--- src/rtl/systolic_feeder.sv ---
// systolic_feeder: upstream stage of the PE array.
//   Accepts one weight vector and one activation vector per beat (valid/ready),
//   and drives them to the array with diagonal skew: lane k arrives k cycles
//   later than lane 0. Pulses fire at the start of a pass. After len beats it
//   shifts in zeros until the last products have settled, then pulses done.
// Ports:
//   clk, rstn           clock, asynchronous active-low reset
//   start, len          begin a pass of len beats (sampled only when idle)
//   in_valid, in_ready  beat handshake
//   in_w, in_a          weight / activation vectors, lane k = bits [8k:8k+7]
//   out_w, out_a        skewed vectors to the array's in_w_port / in_a_port
//   fire, busy, done    pass start pulse, pass in progress, pass complete pulse

// One skew line: DEPTH registers, shifted every cycle.
module systolic_feeder_lane #(
  parameter int DEPTH = 1
) (
  input  logic       clk,
  input  logic       rstn,
  input  logic [7:0] d,
  output logic [7:0] q
);
  logic [DEPTH-1:0][7:0] sr;

  always_ff @(posedge clk or negedge rstn) begin
    if (!rstn) begin
      sr <= '0;
    end else begin
      sr[0] <= d;
      for (int i = 1; i < DEPTH; i++) sr[i] <= sr[i-1];
    end
  end

  assign q = sr[DEPTH-1];
endmodule

module systolic_feeder #(
  parameter int ROWS        = 16,
  parameter int COLS        = 16,
  parameter int LEN_W       = 16,
  parameter int DRAIN_EXTRA = 2
) (
  input  logic              clk,
  input  logic              rstn,
  input  logic              start,
  input  logic [LEN_W-1:0]  len,
  input  logic              in_valid,
  output logic              in_ready,
  input  logic [0:8*ROWS-1] in_w,
  input  logic [0:8*COLS-1] in_a,
  output logic [0:8*ROWS-1] out_w,
  output logic [0:8*COLS-1] out_a,
  output logic              fire,
  output logic              busy,
  output logic              done
);
  localparam int MAX_RC = (ROWS > COLS) ? ROWS : COLS;
  // Cycles for the last skewed beat to cross the array plus PE latency.
  localparam int D      = (ROWS-1) + (COLS-1) + (MAX_RC-1) + DRAIN_EXTRA;
  localparam int DC_W   = (D < 2) ? 1 : $clog2(D+1);

  typedef enum logic [1:0] {S_IDLE, S_STREAM, S_DRAIN, S_DONE} state_t;

  state_t            state, nxt;
  logic [LEN_W-1:0]  len_q;
  logic [LEN_W-1:0]  cnt;
  logic [DC_W-1:0]   drain_cnt;
  logic              launch;
  logic              accept;
  logic [0:8*ROWS-1] beat_w;
  logic [0:8*COLS-1] beat_a;

  assign launch = (state == S_IDLE) && start && (len != '0);
  assign accept = in_ready && in_valid;
  // Non-accepted cycles feed zeros: MAC-neutral bubbles and flush data.
  assign beat_w = accept ? in_w : '0;
  assign beat_a = accept ? in_a : '0;

  always_ff @(posedge clk or negedge rstn) begin
    if (!rstn) state <= S_IDLE;
    else       state <= nxt;
  end

  always_comb begin
    nxt      = state;
    in_ready = 1'b0;
    busy     = 1'b0;
    done     = 1'b0;
    case (state)
      S_IDLE:   if (launch) nxt = S_STREAM;
      S_STREAM: begin
        in_ready = 1'b1;
        busy     = 1'b1;
        // cnt stops at len-1, so len = all-ones never wraps.
        if (in_valid && (cnt == len_q - LEN_W'(1))) nxt = S_DRAIN;
      end
      S_DRAIN: begin
        busy = 1'b1;
        if (drain_cnt == DC_W'(D-1)) nxt = S_DONE;
      end
      S_DONE: begin
        done = 1'b1;
        nxt  = S_IDLE;
      end
      default: nxt = S_IDLE;
    endcase
  end

  always_ff @(posedge clk or negedge rstn) begin
    if (!rstn) begin
      fire      <= 1'b0;
      len_q     <= '0;
      cnt       <= '0;
      drain_cnt <= '0;
    end else begin
      fire <= launch;
      if (launch) begin
        len_q <= len;
        cnt   <= '0;
      end else if (accept) begin
        cnt <= cnt + LEN_W'(1);
      end
      if (state == S_DRAIN) drain_cnt <= drain_cnt + DC_W'(1);
      else                  drain_cnt <= '0;
    end
  end

  for (genvar k = 0; k < ROWS; k++) begin : g_w
    systolic_feeder_lane #(.DEPTH(k+1)) u_lane (
      .clk (clk),
      .rstn(rstn),
      .d   (beat_w[8*k +: 8]),
      .q   (out_w[8*k +: 8])
    );
  end

  for (genvar k = 0; k < COLS; k++) begin : g_a
    systolic_feeder_lane #(.DEPTH(k+1)) u_lane (
      .clk (clk),
      .rstn(rstn),
      .d   (beat_a[8*k +: 8]),
      .q   (out_a[8*k +: 8])
    );
  end
endmodule

--- config.mk ---
export PLATFORM = sky130hd
export DESIGN_NAME = systolic_feeder
export DESIGN_NICKNAME = d
export VERILOG_FILES = /design/src/rtl/systolic_feeder.sv
export SDC_FILE = /design/constraint.sdc
export NUM_CORES = 1
export LEC_CHECK = 0
export ABC_AREA = 1
export BUFFER_PORTS_ARGS = -buffer_cell sky130_fd_sc_hd__buf_4
export CAP_MARGIN = 20
export CORE_UTILIZATION = 60
export DETAILED_ROUTE_END_ITERATION = 6
export GPL_ROUTABILITY_DRIVEN = 0
export PLACE_DENSITY = 0.8
export SYNTH_ARGS = -nofsm -noshare
export SYNTH_HDL_FRONTEND = slang
export SYNTH_SLANG_ARGS = --single-unit
--- constraint.sdc ---
create_clock -name clk -period 2.7 [get_ports clk]
set_input_delay 0.135 -clock clk [delete_from_list [all_inputs] [get_ports clk]]
set_output_delay 0.135 -clock clk [all_outputs]
set_load 0.02 [all_outputs]
==> impl_metrics.ini <==
[clock_network]
cts_max_path_buffers = 3
clk_pin_slew_ns = 0.08
cts_tree = done
cts_resized = 0
hold_buffers = 281
root_buffer = clkbuf_16
clkLatencyLatePin_ns = 0.78
ctsHtreeMaxLevel = 4
cts_num_sinks = 2217
cts_made_buffers = 196
post_cts_buffers = 0

[final_layout]
stdcell_area_mm2 = 0.0751
synthToLayoutAreaGrowth_pct = 23.5
drive_above_1_share = 0.221
fin_cells = 5651
multi_input_area_mm2 = 0.00228
regArea_mm2 = 0.0555
nFillCells = 5016
fin_nets = 4400

[job]
maxCapViolCount = 0

[critical_path]
cp.required_ns = 3.27
reg2reg_slack_ns = 0.29
timing.rr.end = g_w[10].u_lane.sr[0]
path_cells = inv_1 > ha_1 > nand2_4 > buf_4 > nor2_1
cp_top_family = buffers and inverters
r2r_cells = 5
crit_path_end_kind = flip-flop
path_class = flip-flop to flip-flop
r2r-start = state[1]
cpPeakStageDelay_ns = 0.79
path_max_fanout = 81
worst_path_max_delay_cell = buf_4
cp_num_buf_inv = 2
cp.arrival_ns = 2.99
start_kind = flip-flop

[route]
dr.pass1.iters = 7
avgRoutedWirePerCell_um = 24.0
ant_nets = 0
initialDrtViolationCount = 1864
drc = 0
vias_per_cell = 4.81
wirelength_mm = 135
vias = 27200

[global_route]
grt_max_degree = 178
grt.overflow.total = 0
grt_use_total = 0.276
antenna_found_initial = 17
grt_pass1_vias = 32500
grt_pass1_wl_mm = 204

[place]
io_buffers = 535
place_area_mm2 = 0.0655
hpwl_mm = 65.7
placed_cells = 4993

[timing]
fmax_mhz = 414
relSlewSlack = 0.246
fin_crit_ns = 2.41
rsz0062_at_grt = false
final_max_slew_viol_count = 0
holdWs_ns = 0.122
final.setup.tns_ns = 0
finClkSkew_ns = 0.0285
setup_viol = 0
worst_pin_slew_ns = 1.13
hold_violations = 0
min_period_over_period = 0.894

[die]
ios = 536
initial_utilization = 0.606
die_h_um = 320
die_x_um = 320
die-area_mm2 = 0.103
core_mm2 = 0.100
rows = 116

[pwr]
p_total_uw = 74700
ir_drop_uv = 682
power_density_mw_per_mm2 = 996
p_leak_uw = 0.0407

[synthesis]
avgSynthCellArea_um2 = 18.4
syn_nets = 3584
synth-warning-count = 0
synth_edf_count = 0
dominantRegCellSynth = dfrtp_1
yosys.cell_types.count = 30
synth_area_mm2 = 0.0608
async_flop_share = 1.00
yosys_register_bits = 2217
synth_area_leaders = dfrtp_1, buf_4, inv_1
synthCells = 3299
yosys.area.top_type_share = 0.913
yosys.area.top_type = dfrtp_1
yosysSeqAreaShare = 0.913

[worst_hold_path]
hold_end = g_a[1].u_lane.sr[2]
holdPathStages = 4
hold_start = in_a[13]
hp-class = input pin to flip-flop

[run_status]
status = finished, final reports clean
-- synth_stat cells, drive strengths merged, types with 2 or more instances --
master,n
a31oi,3
and3,2
clkbuf,27
a21oi,13
nand2,115
nor4,5
xnor2,7
nand3,18
ha,9
inv,296
nor3,11
nand3b,4
nor2,296
o21ai,18
xor2,7
dfrtp,2217
buf,246
-- worst min-delay path, cell delays in order --
cell and delay [ns]:
dlygate4sd3_1 0.52, buf_4 0.10, inv_1 0.03, nor2_1 0.08
-- cell families (layout without fill, tap and decap cells) --
| family | Yosys count | after routing | share of synthesized area |
|---|---|---|---|
| XOR/XNOR | 14 | 14 | 0.00202 |
| other | 0 | 18 | 0 |
| AND/OR/NAND/NOR | 453 | 453 | 0.0302 |
| AO/OA/AOI/OAI | 37 | 37 | 0.00325 |
| buffers and inverters | 569 | 1546 | 0.0500 |
| flip-flops | 2217 | 2217 | 0.913 |
| adder cells (fa/ha/maj) | 9 | 9 | 0.00185 |
-- worst max-delay path by stage --
| stage | startpoint | end | depth (start not counted) |
|---|---|---|---|
| global placement | len[14] | cnt[5] | 7 |
| floorplan | state[1] | cnt[14] | 11 |
| global route | len[14] | len_q[14] | 9 |
| CTS | len[14] | len_q[13] | 9 |
| detailed placement | len[14] | cnt[5] | 7 |
| finish | state[1] | g_w[10].u_lane.sr[0] | 5 |
-- cells in the final DEF (no fill, tap or decap), drive strengths merged --
master,synthesis,final
nand3b,4,4
nor3,11,11
dfrtp,2217,2217
o21ai,18,18
a21oi,13,13
clkbuf,27,287
ha,9,9
nand2,115,115
and3,2,2
nor2,296,296
inv,296,305
xor2,7,7
clkinvlp,0,9
bufinv,0,19
dlygate4sd3,0,281
nor4,5,5
diode,0,18
a221oi,1,1
clkinv,0,35
xnor2,7,7
nand3,18,18
a22oi,1,1
a31oi,3,3
or2,1,1
nand4,1,1
buf,246,610
a211oi,1,1
-- flip-flops by register name, summed over array words and instances (netlist names) --
signal and count:
cnt 16, drain_cnt 6, fire 1, g_a.u_lane.q 128
g_a.u_lane.sr 960, g_w.u_lane.q 128, g_w.u_lane.sr 960, len_q 16
state 2
-- cell type report --
class                           count  area share
Antenna cell                       18    0.000600
Clock buffer                      287      0.0769
Clock inverter                     72      0.0126
Inverter                          296      0.0148
Multi-Input combinational cell    513      0.0304
Sequential cell                  2217       0.739
Tap cell                         1357      0.0226
Timing Repair Buffer              891       0.103
-- metal layers --
metal,up-vias,part of all wire,global-route usage
met1,14600,0.34,0.306
met4,6,0.051,0.133
li1,11300,-,-
met2,864,0.57,0.509
met5,-,0.00029,0
met3,366,0.044,0.0556
-- metrics by stage --
step	setup slack [ns]	util
floorplan	0.751	-
global placement	0.532	0.653
detailed placement	0.408	0.653
CTS	0.345	0.748
global route	0.117	0.748
finish	0.287	0.748
-- where the power goes --
part | internal (uW) | switching, uW
registers | 37900 | 2180
clock network | 16700 | 12500
logic | 1950 | 3460
total | 56600 | 18200
Power figures use the tool's default switching activity.
